`src/rtl/row_window_feeder.sv`:
```
// row_window_feeder
//
// Double-buffered window assembler. Pixels stream in row-major order and
// fill a kx x W window in one of two banks. A complete bank is presented on
// pixel_row until the consumer pulses window_done. While one bank is being
// consumed, the other can fill, so input throughput stays at one pixel per
// cycle as long as a bank is available.
//
// Handshake: a pixel transfers on every rising edge where in_valid and
// in_ready are both 1. in_ready does not depend on in_valid. The window
// side is not a valid/ready pair. pixel_ready=1 means pixel_row is complete
// and stable. A window_done pulse in a cycle with pixel_ready=1 releases
// that window at the edge. A window_done pulse with pixel_ready=0 changes no
// state and only sets the sticky err_underflow.
//
// Ports:
//   clk             rising-edge clock
//   rst_n           asynchronous active-low reset
//   in_pixel        streamed pixel (RES bits)
//   in_valid        in_pixel is valid
//   in_ready        block accepts in_pixel this cycle
//   flush           synchronous clear of all window state (highest priority)
//   pixel_row       presented window, [row][column]
//   pixel_ready     pixel_row holds a complete window
//   window_done     consumer finished the presented window
//   windows_pending number of FULL banks (0..2)
//   err_underflow   sticky: window_done seen with no window presented
module row_window_feeder #(
  parameter  int kx  = 3,
  parameter  int Pix = 3,
  parameter  int RES = 8,
  localparam int W   = Pix + kx/2 + kx/2,
  localparam int N   = kx * W
) (
  input  logic           clk,
  input  logic           rst_n,
  input  logic [RES-1:0] in_pixel,
  input  logic           in_valid,
  output logic           in_ready,
  input  logic           flush,
  output logic [RES-1:0] pixel_row [0:kx-1][0:W-1],
  output logic           pixel_ready,
  input  logic           window_done,
  output logic [1:0]     windows_pending,
  output logic           err_underflow
);

  localparam int RW = (kx > 1) ? $clog2(kx) : 1;
  localparam int CW = (W > 1) ? $clog2(W) : 1;

  // Per-bank lifecycle: EMPTY -> FILLING -> FULL -> EMPTY (on release).
  typedef enum logic [1:0] {
    EMPTY   = 2'd0,
    FILLING = 2'd1,
    FULL    = 2'd2
  } bank_state_t;

  bank_state_t    bank_st   [0:1];
  bank_state_t    bank_st_n [0:1];
  logic           wr_bank, wr_bank_n;
  logic           rd_bank, rd_bank_n;
  logic [RW-1:0]  wr_row, wr_row_n;
  logic [CW-1:0]  wr_col, wr_col_n;
  logic           err_n;

  logic [RES-1:0] mem [0:1][0:kx-1][0:W-1];

  logic           accept;
  logic           last_pix;

  // A FULL write bank blocks input. This is what keeps the presented
  // window from being overwritten.
  assign in_ready    = (bank_st[wr_bank] != FULL) && !flush;
  assign accept      = in_valid && in_ready;
  assign last_pix    = (wr_row == RW'(kx - 1)) && (wr_col == CW'(W - 1));
  assign pixel_ready = (bank_st[rd_bank] == FULL);

  assign windows_pending = {1'b0, bank_st[0] == FULL} + {1'b0, bank_st[1] == FULL};

  // State register.
  always_ff @(posedge clk or negedge rst_n) begin
    if (!rst_n) begin
      bank_st[0]    <= EMPTY;
      bank_st[1]    <= EMPTY;
      wr_bank       <= 1'b0;
      rd_bank       <= 1'b0;
      wr_row        <= '0;
      wr_col        <= '0;
      err_underflow <= 1'b0;
    end else begin
      bank_st[0]    <= bank_st_n[0];
      bank_st[1]    <= bank_st_n[1];
      wr_bank       <= wr_bank_n;
      rd_bank       <= rd_bank_n;
      wr_row        <= wr_row_n;
      wr_col        <= wr_col_n;
      err_underflow <= err_n;
    end
  end

  // Next-state logic. A release and an accept can happen on the same edge.
  // They always hit different banks, because the released bank is FULL and
  // a FULL bank is never the accepting bank. So both updates apply
  // independently.
  always_comb begin
    bank_st_n[0] = bank_st[0];
    bank_st_n[1] = bank_st[1];
    wr_bank_n    = wr_bank;
    rd_bank_n    = rd_bank;
    wr_row_n     = wr_row;
    wr_col_n     = wr_col;
    err_n        = err_underflow;

    if (flush) begin
      bank_st_n[0] = EMPTY;
      bank_st_n[1] = EMPTY;
      wr_bank_n    = 1'b0;
      rd_bank_n    = 1'b0;
      wr_row_n     = '0;
      wr_col_n     = '0;
      err_n        = 1'b0;
    end else begin
      if (window_done) begin
        if (pixel_ready) begin
          bank_st_n[rd_bank] = EMPTY;
          rd_bank_n          = ~rd_bank;
        end else begin
          err_n = 1'b1;
        end
      end

      if (accept) begin
        if (last_pix) begin
          bank_st_n[wr_bank] = FULL;
          wr_row_n           = '0;
          wr_col_n           = '0;
          wr_bank_n          = ~wr_bank;
        end else begin
          bank_st_n[wr_bank] = FILLING;
          if (wr_col == CW'(W - 1)) begin
            wr_col_n = '0;
            wr_row_n = wr_row + RW'(1);
          end else begin
            wr_col_n = wr_col + CW'(1);
          end
        end
      end
    end
  end

  // Pixel storage. Flush leaves the contents alone. A bank's contents are
  // only visible once the bank has been completely rewritten.
  always_ff @(posedge clk or negedge rst_n) begin
    if (!rst_n) begin
      for (int b = 0; b < 2; b++)
        for (int r = 0; r < kx; r++)
          for (int c = 0; c < W; c++)
            mem[b][r][c] <= '0;
    end else if (accept) begin
      mem[wr_bank][wr_row][wr_col] <= in_pixel;
    end
  end

  // The presented window is the read bank, taken combinationally. It stays
  // stable while pixel_ready=1 because that bank cannot be written.
  always_comb begin
    for (int r = 0; r < kx; r++)
      for (int c = 0; c < W; c++)
        pixel_row[r][c] = mem[rd_bank][r][c];
  end

endmodule

```
`config.mk`:
```
export PLATFORM = sky130hd
export DESIGN_NAME = row_window_feeder
export DESIGN_NICKNAME = d
export VERILOG_FILES = /design/src/rtl/row_window_feeder.sv
export SDC_FILE = /design/constraint.sdc
export NUM_CORES = 1
export LEC_CHECK = 0
export BUFFER_PORTS_ARGS = -buffer_cell sky130_fd_sc_hd__buf_2
export CAP_MARGIN = 10
export CORE_ASPECT_RATIO = 0.7
export CORE_UTILIZATION = 45
export CTS_CLUSTER_DIAMETER = 150
export DETAILED_ROUTE_END_ITERATION = 10
export HOLD_SLACK_MARGIN = 0.08
export PLACE_DENSITY_LB_ADDON = 0.25
export SYNTH_ARGS = -nofsm -noshare
export SYNTH_HDL_FRONTEND = slang
export SYNTH_SLANG_ARGS = --single-unit
```
`constraint.sdc`:
```
create_clock -name clk -period 2.8 [get_ports clk]
set_clock_uncertainty 0.2 [all_clocks]
set_input_delay 0 -clock clk [delete_from_list [all_inputs] [get_ports clk]]
set_output_delay 0 -clock clk [all_outputs]
set_load 0.02 [all_outputs]
```
**Word level (Yosys, flattened, before mapping)**

Index checks and enable logic that the tools add are counted.

- Register bits after elaboration: 252
- Input port bits: 13
- Output and inout bits: 125

- $add $sub $neg: 3
- Order comparisons: 8
- Equal/unequal tests: 7
- Multiplexer cells: 43
- Bitwise logic cells: 14
- Reductions and logical operators: 17

Operators by type and width:

| kind | number |
|---|---|
| $mux W120 | 4 |
| $bwmux W240 | 1 |
| $demux W120 S1 | 1 |
| $demux W40 S2 | 1 |
| $mux W40 | 1 |
| $demux W8 S3 | 1 |
| $mux W2 | 12 |
| $mux W4 | 6 |
| $mux W3 | 4 |
| $mux W1 | 9 |
| $eq A2 B2 Y1 const B | 4 |
| $mux W8 | 1 |
| $reduce_and A2 Y1 | 4 |
| $reduce_bool A2 Y1 | 4 |
| $logic_and A1 B1 Y1 | 7 |
| $and A2 B2 Y2 | 2 |
| $and A4 B4 Y4 | 1 |
| $demux W2 S1 | 2 |
| $ge A2 B2 Y1 const B | 2 |
| $ge A4 B4 Y1 const B | 1 |
| $lt A2 B1 Y1 const B | 2 |
| $lt A4 B1 Y1 const B | 1 |
| $ne A2 B2 Y1 const B | 2 |
| $not A1 Y2 | 2 |
| other kinds (14) | 17 |

**Depth between registers and ports, before layout**

- Depth after elaboration: 14
- Mapped depth: 6

**Worst setup path before layout**

Ideal clock, no wire load.

- Path kind: register -> register
- Start: register bank_st[1] (netlist bit)
- End: register mem[16] (netlist bit)
- Data arrival time: 1753 ps
- Required time: 2475 ps
- Setup slack: 723 ps
- Stages on the path, launching flop included: 7
- Path buffers: 2
- Cells stage by stage: dfrtp_1 nor2b_1 buf_6 a211oi_4 and3_1 buf_2 mux2_2

- Longest elaborated chain between the ends: 6

RTL lines:

| element | line | text |
|---|---|---|
| start: declaration | 58 | `bank_state_t bank_st [0:1];` |
| $mux W2 (not written as such) (3 in a row) | 73 | `assign in_ready = (bank_st[wr_bank] != FULL) && !flush;` |
| $ne A2 B2 Y1 | 73 |  |
| $logic_and A1 B1 Y1 | 73 |  |
| $logic_and A1 B1 Y1 | 74 | `assign accept = in_valid && in_ready;` |
| end signal: indexed assignment | 160 | `mem[wr_bank][wr_row][wr_col] <= in_pixel;` |
| end: declaration | 66 | `logic [RES-1:0] mem [0:1][0:kx-1][0:W-1];` |

No other way between the ends. The select of a mux whose other input is x is not followed.
A chain may end at the register's enable or synchronous reset.

**Final worst setup path**

- Start: register bank_st[0] (netlist bit)
- End: register wr_col[2]

- Longest elaborated chain between the ends: 7

RTL lines:

| element | line | text |
|---|---|---|
| $mux W2 (not written as such) (3 in a row) | 73 |  |
| $ne A2 B2 Y1 | 73 |  |
| $logic_and A1 B1 Y1 | 73 |  |
| $logic_and A1 B1 Y1 | 74 |  |
| $reduce_bool A2 Y1 (no source line) | -- |  |
| end signal: assignment | 96 | `wr_col <= wr_col_n;` |
| end: declaration | 63 | `logic [CW-1:0] wr_col, wr_col_n;` |

No other way between the ends. The select of a mux whose other input is x is not followed.

==> key figures <==
Yosys
  • Mux cell area share after synthesis: 35.43%
  • Biggest area consumer among synthesized cells: dfrtp_1
  • Syn Nets: 778
  • Avg Inst Size Synth: 15.31 sq um
  • Synth Area in XOR/XNOR: 0%
  • Largest family of logic cells by synthesized area: multiplexers
  • Mapped Area: 0.01167 sq mm
  • Cell count after synthesis: 762
  • Synth Area in Adders: 0.3217%
  • Area contributors post-synth: dfrtp_1, mux2_2, nand3_4
  • Synthesized flop and latch total: 252
  • Synth Warn #: 0
  • Synth cell types: 36
  • Yosys top cell area share: 54.04%
  • Simple-Gate Fraction of Synth Area: 6.712%
  • Compound-Gate Fraction of Synth Area: 1.072%
  • Top FF cell, synth: dfrtp_1
  • Async S/R FF share, synth: 100.0%
  • Post-synthesis sequential area ratio: 54.04%
  • Number of flops mapped to enable cells by yosys: 0

Power
  • Clock share of power: 40.5%
  • Combinational fraction of design power: 13.2%
  • Sw frac: 25.37%
  • PwrDens: 618.0 mW/mm^2
  • Internal power: 0.006308 W
  • Sequential share of power: 46.4%
  • Peak VDD IR: 0.5840 mV
  • Leakage: 6.976 nW
  • NetSw: 0.002145 W

Floorplanning
  • Die H: 136.7 um
  • I/O pin count: 138
  • Initial Utilization: 46.59%
  • Die Footprint: 0.02659 sq mm
  • Core area: 0.02504 sq mm
  • Die Wd: 194.5 um
  • Placement Rows: 48

Clock network
  • Clock root buffer: clkbuf_16
  • Clock buffer depth: 3
  • CTS tree: done
  • H-tree depth: 1
  • CTS clk-pin slew, worst paths: 0.06 ns
  • CTS resizes: 0
  • Clk_lat worst skew: 0.52 ns
  • Clock sink total: 252
  • TritonCTS buffer count: 25

Timing
  • Final period util: 84.76%
  • RSZ-0062 raised after global routing: no
  • Fmax: 421.4 MHz
  • Minimum clock period: 2.373 ns
  • Setup violators final: 0
  • Setup TNS: 0 ns
  • Hold Vio Cnt, Final: 0
  • Worst Max-Slew Pin Slew: 0.7394 ns
  • Worst relative slew slack: 50.71%
  • Max Slew Vio Count: 0

Route
  • Drt pass-1 iters: 4
  • Iteration-0 DRC Markers: 226
  • Antenna-violating nets left: 0
  • Post-Route WL: 25.45 mm
  • Wire per inst: 20.34 um
  • Via Count: 6632
  • Drt drc: 0
  • Via-per-instance ratio: 5.301

GRT
  • Initial antenna violation count: 0
  • Pin count of the biggest net entering global routing: 73
  • First-pass GRT wire length: 40.61 mm
  • Vias in the first global route: 6923
  • Total global routing overflow: 0
  • GRT Util Overall: 19.71%

Placed design
  • Placed Cells: 1191
  • # port buffers: 137
  • DP Area: 0.01268 sq mm
  • HPWL after DPL: 16.06 mm
  • RD Place Congestion: 0.7976

Worst setup path
  • CP Data Required Time: 3.01 ns
  • Crit end category: flip-flop
  • Critical Path AT: 2.58 ns
  • CP Launch Type: flip-flop
  • CP Cell Sequence: nor2b_1 -> a211oi_4 -> buf_4 -> nand2_1 -> o2bb2ai_1 -> dlygate4sd3_1
  • CP max-delay cell: dlygate4sd3_1
  • Worst setup path class: flip-flop to flip-flop
  • WP buf/inv: 2
  • CP top delay family: buffers and inverters
  • Crit path largest cell delay: 0.55 ns
  • Crit Path Max Fanout: 12

Final layout
  • Post-route insts no fill: 1251
  • Ant. Diodes: 0
  • Layout Nets: 925
  • Ratio of cells with drive above 1 in the final layout: 63.28%
  • Fillers: 2106
  • Layout area overhead: 17.22%
  • Design Area, Final: 0.01368 sq mm

Flow run
  • Max-cap viol count: 0

Worst hold path
  • Worst min path class: primary input to flip-flop

Status
  • Status: finished, final reports clean
## timing repair
item,4_1_cts,5_1_grt
hold buffers,15,0
endpoints found under the setup margin,0,1
setup buffers,0,1
endpoints found under the hold margin,504,0
## worst paths after layout
check,startpoint,endpoint,slack (ns),depth (start not counted)
worst max-delay path,bank_st[0]$_DFF_PN0_,wr_col[2]$_DFFE_PN0P_,0.43,6
worst min-delay path,flush,wr_col[1]$_DFFE_PN0P_,0.20,3
worst max register to register,bank_st[0]$_DFF_PN0_,wr_col[2]$_DFFE_PN0P_,0.43,6
worst min register to register,mem[62]$_DFFE_PN0P_,mem[62]$_DFFE_PN0P_,0.29,1
max in group asynchronous,rst_n,mem[180]$_DFFE_PN0P_,1.13,4
min in group asynchronous,rst_n,mem[141]$_DFFE_PN0P_,0.37,3
## layer usage
layer / part of all wire, % / GRT usage (%) / wire length, um / vias to the layer above
met5: 0 / 0 / 0 / -
met4: 1.3 / 3.086 / 325 / 0
met3: 4.8 / 3.943 / 1209 / 28
met2: 43 / 29.63 / 11000 / 129
met1: 51 / 29.81 / 12910 / 3421
li1: - / - / - / 3054
## synthesized netlist by cell type (3+ instances only)
cell and number:
nand3_1 3, mux2_1 12, buf_6 3, buf_2 11, nand3_4 26, nor2b_1 4
a21oi_1 4, a211oi_1 3, and3_1 4, nand2b_1 7, mux2_4 7, mux2_2 344
nor2_1 11, dfrtp_1 252, clkbuf_1 31, nor3_4 6, nor2_4 3, ha_1 3
nand2_1 4, buf_4 3
## layout make-up
class	count	area [sq um]	share of cell area, %
Multi-Input combinational cell	456	5080	37.14
Clock inverter	4	73.82	0.5397
Clock buffer	40	762.0	5.571
Sequential cell	252	6310	46.13
Tap cell	325	406.6	2.973
Timing Repair Buffer	170	1031	7.538
Inverter	4	15.01	0.1098
## registers in the layout (all words and copies together), names as in the netlist
signal,cells
bank_st,4
err_underflow,1
mem,240
rd_bank,1
wr_bank,1
wr_col,3
wr_row,2
## tightest hold or removal path: cells and delay by family
family	cells	cell delay, ns
buf+inv	2	0.80
compound gates	1	0.08
## stage by stage
step	setup slack [ns]	power, W	utilization (%)	hold slack, ns
6_report	0.4268	0.008453	54.62	0.2006
5_1_grt	0.3155	0.008802	54.62	0.2248
4_1_cts	0.1659	0.008553	54.59	0.1897
3_5_place_dp	0.3355	0.005096	50.65	-0.2040
3_3_place_gp	0.3986	0.005085	50.65	-0.1999
2_1_floorplan	0.7228	0.004673	-	-0.4956
## cell families after synthesis
group | after synthesis
mux | 365
flops | 252
simple gates | 72
buf+inv | 54
compound gates | 16
fa+ha+maj | 3
## power groups by stage
stage	Combinational [W]	Clock (W)	Sequential (W)
global placement	0.00110	0	0.00398
global route	0.00120	0.00366	0.00394
detailed placement	0.00111	0	0.00399
CTS	0.00113	0.00350	0.00392
floorplan	0.000717	0	0.00396
finish	0.00111	0.00342	0.00392
## cell usage in the layout, fill, tap and decap left out, drive strengths merged
cell,n
a211oi,4
a21oi,4
a221o,1
a311oi,1
and3,4
buf,155
bufinv,2
clkbuf,40
clkinv,1
dfrtp,252
dlygate4sd3,15
ha,3
inv,5
mux2,363
mux2i,2
nand2,4
nand2b,7
nand3,30
nand3b,1
nor2,15
nor2b,4
nor3,6
nor3b,1
o211ai,1
o21ai,2
o21ba,1
o22ai,1
o2bb2ai,1
Power figures use the tool's default switching activity.
